File: src/rtl/game_pkg.sv
// game_pkg: shared encodings for the game flow controller and the start menu.
//   - state_t  : flow controller state encoding (ST_PAUSED only with GAME_FLOW_PAUSE_EN)
//   - winner_t : winner codes reported on game_flow_ctrl.winner
//   - mode_t   : locked menu choice codes produced by the start menu
package game_pkg;

  localparam int unsigned STATE_W = 3;
  localparam int unsigned SCORE_W = 4;
  localparam int unsigned CNT_W   = 8;

  typedef enum logic [STATE_W-1:0] {
    ST_MENU      = 3'd0,
    ST_COUNTDOWN = 3'd1,
    ST_PLAY      = 3'd2,
    ST_SERVE     = 3'd3,
    ST_GAME_OVER = 3'd4
`ifdef GAME_FLOW_PAUSE_EN
    ,
    ST_PAUSED    = 3'd5
`endif
  } state_t;

  typedef enum logic [1:0] {
    WIN_NONE  = 2'd0,
    WIN_LEFT  = 2'd1,
    WIN_RIGHT = 2'd2
  } winner_t;

  typedef enum logic [1:0] {
    MODE_NONE = 2'd0,
    MODE_1P   = 2'd1,
    MODE_2P   = 2'd2
  } mode_t;

  // States in which the shared frame counter runs.
  function automatic logic is_counting(input state_t s);
    return (s == ST_COUNTDOWN) || (s == ST_SERVE);
  endfunction

endpackage

File: src/rtl/frame_counter.sv
// frame_counter: counts tick pulses up to a terminal value, then wraps to 0.
//   clk_0  : clock
//   rst    : synchronous active-low reset
//   clr    : holds the count at 0 (ticks ignored while high)
//   tick   : count enable pulse
//   term   : terminal count (1..255)
//   hit_c  : combinational pulse on the tick that reaches term
module frame_counter
  import game_pkg::*;
(
  input  logic             clk_0,
  input  logic             rst,
  input  logic             clr,
  input  logic             tick,
  input  logic [CNT_W-1:0] term,
  output logic             hit_c
);

  logic [CNT_W-1:0] count;

  assign hit_c = tick && !clr && (count == term - CNT_W'(1));

  // Count register; wraps to 0 on the terminal tick.
  always_ff @(posedge clk_0) begin
    if (!rst) begin
      count <= '0;
    end else if (clr || hit_c) begin
      count <= '0;
    end else if (tick) begin
      count <= count + CNT_W'(1);
    end
  end

endmodule

File: src/rtl/game_flow_ctrl.sv
// game_flow_ctrl: top-level game flow FSM (menu, countdown, play, serve, game over).
// Optional feature macro: GAME_FLOW_PAUSE_EN adds pause_key and the PAUSED state.
// Ports:
//   clk_0, rst (sync active-low)     clock / reset
//   frame_tick                       one pulse per video frame
//   mode_choice[1:0]                 locked menu choice (MODE_NONE/1P/2P)
//   key_any                          level any-key used to leave GAME_OVER
//   point_l, point_r                 score pulses from the ball logic
//   pause_key (macro only)           pause toggle key
//   state[2:0]                       current state encoding
//   menu_active, menu_rst            menu shown / active-low menu clear pulse
//   game_run, ball_reset, ai_en      playfield controls
//   score_l, score_r, winner, cd_digit  scoreboard and countdown display
module game_flow_ctrl
  import game_pkg::*;
#(
  parameter int unsigned STEP_FRAMES  = 60,
  parameter int unsigned SERVE_FRAMES = 45,
  parameter int unsigned WIN_SCORE    = 7
) (
  input  logic               clk_0,
  input  logic               rst,
  input  logic               frame_tick,
  input  logic [1:0]         mode_choice,
  input  logic               key_any,
  input  logic               point_l,
  input  logic               point_r,
`ifdef GAME_FLOW_PAUSE_EN
  input  logic               pause_key,
`endif
  output logic [STATE_W-1:0] state,
  output logic               menu_active,
  output logic               menu_rst,
  output logic               game_run,
  output logic               ball_reset,
  output logic               ai_en,
  output logic [SCORE_W-1:0] score_l,
  output logic [SCORE_W-1:0] score_r,
  output logic [1:0]         winner,
  output logic [1:0]         cd_digit
);

  localparam logic [CNT_W-1:0]   STEP_T    = CNT_W'(STEP_FRAMES);
  localparam logic [CNT_W-1:0]   SERVE_T   = CNT_W'(SERVE_FRAMES);
  localparam logic [SCORE_W-1:0] WIN_T     = SCORE_W'(WIN_SCORE);
  localparam logic [SCORE_W-1:0] SCORE_MAX = '1;

  state_t             cur_st, nxt_st;
  logic               key_q, mrst_d;
  logic               ma_nxt, mrst_nxt, run_nxt, bres_nxt, ai_nxt;
  logic [SCORE_W-1:0] sl_nxt, sr_nxt;
  logic [1:0]         win_nxt, cd_nxt;
  logic               hit_c, cnt_clr_c, key_rise_c, mode_ok_c;
  logic [CNT_W-1:0]   cnt_term_c;

  // Counter is held clear outside COUNTDOWN/SERVE, so a tick on the entry edge is dropped.
  assign cnt_clr_c  = !is_counting(cur_st);
  assign cnt_term_c = (cur_st == ST_SERVE) ? SERVE_T : STEP_T;
  assign key_rise_c = key_any && !key_q;
  // Menu choice is blocked while menu_rst is low and for the cycle after.
  assign mode_ok_c  = menu_rst && mrst_d;
  assign state      = cur_st;

  frame_counter u_frame_counter (
    .clk_0 (clk_0),
    .rst   (rst),
    .clr   (cnt_clr_c),
    .tick  (frame_tick),
    .term  (cnt_term_c),
    .hit_c (hit_c)
  );

`ifdef GAME_FLOW_PAUSE_EN
  logic pause_q, pause_rise_c;
  assign pause_rise_c = pause_key && !pause_q;

  always_ff @(posedge clk_0) begin
    if (!rst) pause_q <= 1'b0;
    else      pause_q <= pause_key;
  end
`endif

  // Next-state and next-output logic.
  always_comb begin
    nxt_st   = cur_st;
    ai_nxt   = ai_en;
    sl_nxt   = score_l;
    sr_nxt   = score_r;
    win_nxt  = winner;
    cd_nxt   = cd_digit;
    mrst_nxt = 1'b1;

    case (cur_st)
      ST_MENU: begin
        if (mode_ok_c && (mode_choice == MODE_1P || mode_choice == MODE_2P)) begin
          ai_nxt = (mode_choice == MODE_1P);
          sl_nxt = '0;
          sr_nxt = '0;
          cd_nxt = 2'd3;
          nxt_st = ST_COUNTDOWN;
        end
      end
      ST_COUNTDOWN: begin
        if (hit_c) begin
          if (cd_digit == 2'd1) begin
            cd_nxt = 2'd0;
            nxt_st = ST_PLAY;
          end else begin
            cd_nxt = cd_digit - 2'd1;
          end
        end
      end
      ST_PLAY: begin
        // point_l wins a simultaneous point.
        if (point_l) begin
          if (score_l != SCORE_MAX) sl_nxt = score_l + SCORE_W'(1);
          if (sl_nxt == WIN_T) begin
            win_nxt = WIN_LEFT;
            nxt_st  = ST_GAME_OVER;
          end else begin
            nxt_st  = ST_SERVE;
          end
        end else if (point_r) begin
          if (score_r != SCORE_MAX) sr_nxt = score_r + SCORE_W'(1);
          if (sr_nxt == WIN_T) begin
            win_nxt = WIN_RIGHT;
            nxt_st  = ST_GAME_OVER;
          end else begin
            nxt_st  = ST_SERVE;
          end
        end
`ifdef GAME_FLOW_PAUSE_EN
        else if (pause_rise_c) begin
          nxt_st = ST_PAUSED;
        end
`endif
      end
      ST_SERVE: begin
        if (hit_c) nxt_st = ST_PLAY;
      end
      ST_GAME_OVER: begin
        // Edge detect means a key already held on entry must be released first.
        if (key_rise_c) begin
          mrst_nxt = 1'b0;
          win_nxt  = WIN_NONE;
          nxt_st   = ST_MENU;
        end
      end
`ifdef GAME_FLOW_PAUSE_EN
      ST_PAUSED: begin
        if (pause_rise_c) nxt_st = ST_PLAY;
      end
`endif
      default: nxt_st = ST_MENU;
    endcase

    ma_nxt   = (nxt_st == ST_MENU);
    run_nxt  = (nxt_st == ST_PLAY);
    bres_nxt = (nxt_st != ST_PLAY);
`ifdef GAME_FLOW_PAUSE_EN
    if (nxt_st == ST_PAUSED) bres_nxt = 1'b0;
`endif
  end

  // State and registered outputs.
  always_ff @(posedge clk_0) begin
    if (!rst) begin
      cur_st      <= ST_MENU;
      menu_active <= 1'b1;
      menu_rst    <= 1'b0;
      game_run    <= 1'b0;
      ball_reset  <= 1'b1;
      ai_en       <= 1'b0;
      score_l     <= '0;
      score_r     <= '0;
      winner      <= WIN_NONE;
      cd_digit    <= 2'd0;
      key_q       <= 1'b0;
      mrst_d      <= 1'b0;
    end else begin
      cur_st      <= nxt_st;
      menu_active <= ma_nxt;
      menu_rst    <= mrst_nxt;
      game_run    <= run_nxt;
      ball_reset  <= bres_nxt;
      ai_en       <= ai_nxt;
      score_l     <= sl_nxt;
      score_r     <= sr_nxt;
      winner      <= win_nxt;
      cd_digit    <= cd_nxt;
      key_q       <= key_any;
      mrst_d      <= menu_rst;
    end
  end

endmodule

File: config.mk
export PLATFORM = sky130hd
export DESIGN_NAME = game_flow_ctrl
export DESIGN_NICKNAME = d
export VERILOG_FILES = /design/src/rtl/game_pkg.sv /design/src/rtl/frame_counter.sv /design/src/rtl/game_flow_ctrl.sv
export SDC_FILE = /design/constraint.sdc
export NUM_CORES = 1
export LEC_CHECK = 0
export CORE_ASPECT_RATIO = 1.1
export CORE_MARGIN = 1
export CORE_UTILIZATION = 50
export DETAILED_ROUTE_END_ITERATION = 8
export PLACE_DENSITY_LB_ADDON = 0.08
export SETUP_SLACK_MARGIN = 0.3
export SLEW_MARGIN = 5
export SYNTH_ARGS = -nofsm -noshare
export SYNTH_HDL_FRONTEND = slang
export SYNTH_SLANG_ARGS = --single-unit
File: constraint.sdc
create_clock -name clk_0 -period 2.28 [get_ports clk_0]
set_input_delay 0.228 -clock clk_0 [delete_from_list [all_inputs] [get_ports clk_0]]
set_output_delay 0.228 -clock clk_0 [all_outputs]
set_load 0.02 [all_outputs]
# Word level (Yosys, flattened, before mapping)
# Cells that the tools add are included.
[totals] in_bits=8 output_inout_bits=20 register_bits=30
[op_classes] n_bitwise=1 n_eq_ne=23 mux=36 n_reduce_logical=21 addsub=5
[ops] operator="4-bit 2-to-1 mux" count=11
[ops] operator="3-bit 2-to-1 mux" count=9
[ops] operator="2-bit 2-to-1 mux" count=8
[ops] operator="4-bit one-hot mux with 2 select lines" count=2
[ops] operator="3-bit one-hot mux with 5 select lines" count=1
[ops] operator="2-bit != test (second input constant)" count=5
[ops] operator="3-bit by 2-bit == test with 1-bit output (second input constant)" count=3
[ops] operator="3-bit != test (second input constant)" count=3
[ops] operator="4-bit by 1-bit adder with 4-bit output (second input constant)" count=2
[ops] operator="8-bit by 1-bit adder with 8-bit output (second input constant)" count=1
[ops] operator="4-bit by 3-bit == test with 1-bit output (second input constant)" count=2
[ops] operator="8-bit == test" count=1
[ops] operator="4-bit != test (second input constant)" count=2
[ops] operator="2-bit one-hot mux with 2 select lines" count=2
[ops] operator="6-bit by 1-bit subtractor with 7-bit output (second input constant)" count=1
[ops] operator="3-bit zero test" count=2
[ops] operator="3-bit AND reduction" count=2
[ops] operator="2-bit nonzero test" count=3
[ops] operator="1-bit logical AND" count=5
[ops] operator="5-bit 2-to-1 mux" count=1
[ops] operator="5-bit AND reduction" count=1
[ops] operator="2-bit by 1-bit == test with 1-bit output (second input constant)" count=2
[ops] operator="4-bit AND reduction" count=1
[ops] operator="3-bit by 1-bit == test with 1-bit output (second input constant)" count=1
[ops] operator="other kinds (11)" count=15

# Depth between registers and ports, before layout
[logic_depth] word_depth=11 ltp_mapped=7 mapped_depth_nobuf=7

# Modules after synthesis
# Synthesis repeated with hierarchy kept, for this count alone.
[unflattened] hier_cells=211 hier_area_um2=1788.0
[modules_own_cells] mod="game_flow_ctrl" area_per_inst_um2=1146.1 n_inst=1 cells_per_inst=133
[modules_own_cells] mod="frame_counter" area_per_inst_um2=641.9 n_inst=1 cells_per_inst=78

# Least setup slack after synthesis
# Ideal clock, no wire load.
[synth_path] kind="reg-to-reg" startpoint="reg score_r[0]" endpoint="reg game_run" t_arrival_ps=1783 setup_time_ps=115 slack_ps=382 stages_incl_launch_ff=7 n_path_buf=0 cell_sequence="dfxtp_1 ha_1 or3b_2 nor3b_1 a2bb2oi_1 nor2_1 and2_1"
[synth_via] elab_chain_len=11 word_cells_on_any_way=12 classes_between="add/sub: 1; eq/ne: 3; mux: 8"
[synth_lines] item="start, declared" line="game_flow_ctrl.sv:38" source="output logic [SCORE_W-1:0] score_r,"
[synth_lines] item="start signal, assigned" line="game_flow_ctrl.sv:188" source="score_r <= sr_nxt;"
[synth_lines] item="4-bit by 1-bit adder with 4-bit output / 4-bit != test (equally long branches)" line="game_flow_ctrl.sv:124" source="if (score_r != SCORE_MAX) sr_nxt = score_r + SCORE_W'(1);"
[synth_lines] item="4-bit 2-to-1 mux (*)" line="game_flow_ctrl.sv:124"
[synth_lines] item="4-bit 2-to-1 mux (*)" line="game_flow_ctrl.sv:123" source="end else if (point_r) begin"
[synth_lines] item="4-bit 2-to-1 mux (*)" line="game_flow_ctrl.sv:115" source="if (point_l) begin"
[synth_lines] item="4-bit 2-to-1 mux (*)" line="game_flow_ctrl.sv:93" source="case (cur_st)"
[synth_lines] item="4-bit by 3-bit == test with 1-bit output (*)" line="game_flow_ctrl.sv:125" source="if (sr_nxt == WIN_T) begin"
[synth_lines] item="3-bit 2-to-1 mux (*)" line="game_flow_ctrl.sv:125"
[synth_lines] item="3-bit 2-to-1 mux (*)" line="game_flow_ctrl.sv:123"
[synth_lines] item="3-bit 2-to-1 mux (*)" line="game_flow_ctrl.sv:115"
[synth_lines] item="3-bit one-hot mux with 5 select lines (*)" line="game_flow_ctrl.sv:93"
[synth_lines] item="3-bit by 2-bit == test with 1-bit output (*)" line="game_flow_ctrl.sv:158" source="run_nxt = (nxt_st == ST_PLAY);"
[synth_lines] item="end signal, assigned" line="game_flow_ctrl.sv:184" source="game_run <= run_nxt;"
[synth_lines] item="end, declared" line="game_flow_ctrl.sv:34" source="output logic game_run,"
# Mark *: on every way between the ends. The rest lies on a longest branch, timed or not. The select of a mux whose other input is x is not followed.
# A chain may end at the register's enable or synchronous reset.

# Worst setup path after layout
[layout_path] startpoint="reg score_r[1]" endpoint="reg game_run"
# Same word-level chain as after synthesis.

==> reports/results.txt <==
Outcome = finished, final reports clean
Cell variety after synth = 44
Reg-to-reg startpoint = score_r[1]
Startpoint Class = flip-flop
Via-per-instance ratio = 5.49
DRC viols = 0
Wirelength per Cell = 13.1 um
Mapped Area = 1440 sq um
Crit path kind = flip-flop to flip-flop
Pin count of the biggest net entering global routing = 12
Fin crit share = 82.6%
Worst setup margin = 397 ps
Hold path startpoint = winner[1]
Detailed placement HPWL = 2.31 mm
R2r setup slk = 400 ps
Drt pass-1 iters = 4
Critical path capture point type = flip-flop
Most common cell after layout, fill and taps aside = dfxtp_1
Synth Net Count = 178
Vias in the first global route = 1140
Starting Density = 52.5%
Post-synth EDFFs = 0
Post-Synth Adder-Cell Area = 4.33%
Hold worst-path end = winner[1]
Largest cells by area after synthesis = dfxtp_1, nor2_1, xor2_1
Critical path peak fanout = 4
Critical Path AT = 2110 ps
Layout cells sized above 1 = 11.4%
Max VDD drop = 0.000611 V
Global-route usage over all layers = 22.0%
IO Pins = 28
Antenna diodes = 0
Mux cell area share after synthesis = 2.17%
Clock Path Buffers = 2
CTS tree = built
WL final = 3.08 mm
Setup violators final = 0
Tmin final = 1880 ps
Initial antenna violation count = 0
Cells after synthesis = 165
Hold crit path type = flip-flop to flip-flop
Synth warn = 0
Max-Cap Viols = 0
RSZ-0062 raised after global routing = no
Actual slew at the worst max-slew pin = 377 ps
Die W = 53.2 um
Register area share after synthesis = 41.6%
Hold_ws = 495 ps
Post-Synth XOR/XNOR Area = 6.07%
Post-synthesis register bit count = 30
Depth of the CTS H-tree = 2
Main combinational cell family by area after synthesis = simple AND/OR/NAND/NOR gates
Reg2reg end = game_run
Antenna-violating nets left = 0
Die Area = 3110 sq um
FILL cells = 244
Top FF cell, synth = dfxtp_1
Placer Congestion = 0.785
Area growth, synth to finish = 30.0%
Root Buffer = clkbuf_4
Final Power = 1050 uW
Hold Crit Depth = 2
Setup_tns = 0 ps
CTS Sinks = 30
Final hold viol count = 0
Final-stage net count = 214
Rows = 20
Synth Area in Compound Gates = 13.3%
Clock skew = 8.08 ps
Async S/R FF share, synth = 0%
Leakage power = 0.000732 uW
Skew-Pair Late Insertion Delay = 330 ps
Relative slew slack = 74.6%
Worst Path Required = 2510 ps
Place WS = 192 ps
CTS clk-pin slew, worst paths = 100 ps
Global route overflow = 0
PortBufs = 27
Routed via count = 1290
Die Y = 58.4 um
Share of the synthesized area in the top cell type = 41.6%
Num CTS Buffers = 5
Syn_area_per_cell = 8.75 sq um
Pins over their slew limit = 0
Post-layout util = 68.2%
First-pass GRT wire length = 5.04 mm
Commonest non-fill, non-tap cells in the layout = dfxtp_1, clkdlybuf4s50_1, nor2_1
Post-synth top area cell = dfxtp_1
Simple-Gate Fraction of Synth Area = 29.6%
Power per cell area = 561 nW/um^2
Depth of the most critical reg-to-reg path = 6
Max Fclk = 0.531 GHz
DR iter-0 viols = 33
Core Box Area = 2750 sq um
==> stage by stage <==
stage	instances	instance area, sq um
floorplan	165	1440
global placement	227	1770
detailed placement	227	1770
CTS	235	1860
global route	235	1880
finish	235	1880
==> synthesized netlist by cell type (2+ instances only) <==
cell,n
nor2b_1,2
nand4_1,5
o221ai_1,2
or3b_2,2
o21a_1,2
inv_1,10
a21oi_1,6
nand2b_1,2
nor2_1,21
o21ai_0,2
and3_1,4
nand2_1,14
xor2_1,8
xnor2_1,2
nor3b_1,3
mux2i_1,2
and2_1,5
ha_1,5
nor3_1,7
nand3_1,6
nand3b_1,2
dfxtp_1,30
a211oi_1,2
==> critical path, cell delays in order, from the launching register on <==
cell and delay (ps):
dfxtp_1 350, ha_1 340, or3b_2 480, nor3b_2 230, a2bb2oi_2 180, nor2_1 80
and2_1 140
==> sequential cells by signal (all words and copies together), names as in the netlist <==
name and count:
menu_rst 1, menu_active 1, winner 2, ball_reset 1, game_run 1, ai_en 1
state 3, key_q 1, u_frame_counter.count 8, cd_digit 2, mrst_d 1, score_l 4
score_r 4
==> logic make-up (layout without fill, tap and decap cells) <==
| group | count (synthesis) | after routing |
|---|---|---|
| AND/OR/NAND/NOR | 80 | 80 |
| flip-flops | 30 | 30 |
| AO/OA/AOI/OAI | 26 | 26 |
| buffers and inverters | 11 | 48 |
| XOR/XNOR | 10 | 10 |
| adder cells (fa/ha/maj) | 5 | 5 |
| multiplexers | 3 | 3 |
==> routing by layer <==
metal | vias to the layer above | track usage [%] | wire, um
met5 | - | 0 | 0
met4 | 0 | 9.02 | 42
met2 | 27 | 33.8 | 1420
met1 | 592 | 29.2 | 1470
met3 | 5 | 5.68 | 142
li1 | 666 | - | -
==> worst max path at each step <==
stage / from / end / slack [ps]
floorplan: score_r[0] / game_run / 380
global placement: mode_choice[1] / menu_active / 260
detailed placement: mode_choice[1] / menu_active / 190
CTS: score_l[0] / menu_active / 330
global route: score_l[1] / menu_active / 310
finish: score_r[1] / game_run / 400
==> repair_timing <==
| action | 4_1_cts | 5_1_grt |
|---|---|---|
| buffers inserted | 0 | 0 |
| setup endpoints to repair | 1 | 5 |
| hold buffers | 0 | 0 |
| endpoints found under the hold margin | 0 | 0 |
| resized for setup | 1 | 5 |
| pin swaps | 1 | 1 |
==> final cells by class <==
| type | count | area (sq um) | area share, % |
|---|---|---|---|
| Clock buffer | 5 | 37.5 | 2.00 |
| Clock inverter | 3 | 40.0 | 2.13 |
| Inverter | 10 | 37.5 | 2.00 |
| Multi-Input combinational cell | 124 | 826 | 44.0 |
| Sequential cell | 30 | 602 | 32.1 |
| Tap cell | 33 | 41.3 | 2.20 |
| Timing Repair Buffer | 30 | 293 | 15.6 |
==> report_power, final <==
group          switching, uW  internal, uW  leakage, uW  total, uW
clock                    188           227    0.0000450        415
sequential              8.66           534     0.000244        543
combinational           50.0          46.0     0.000443       96.0
No activity file was read; power rests on OpenSTA's default activity.
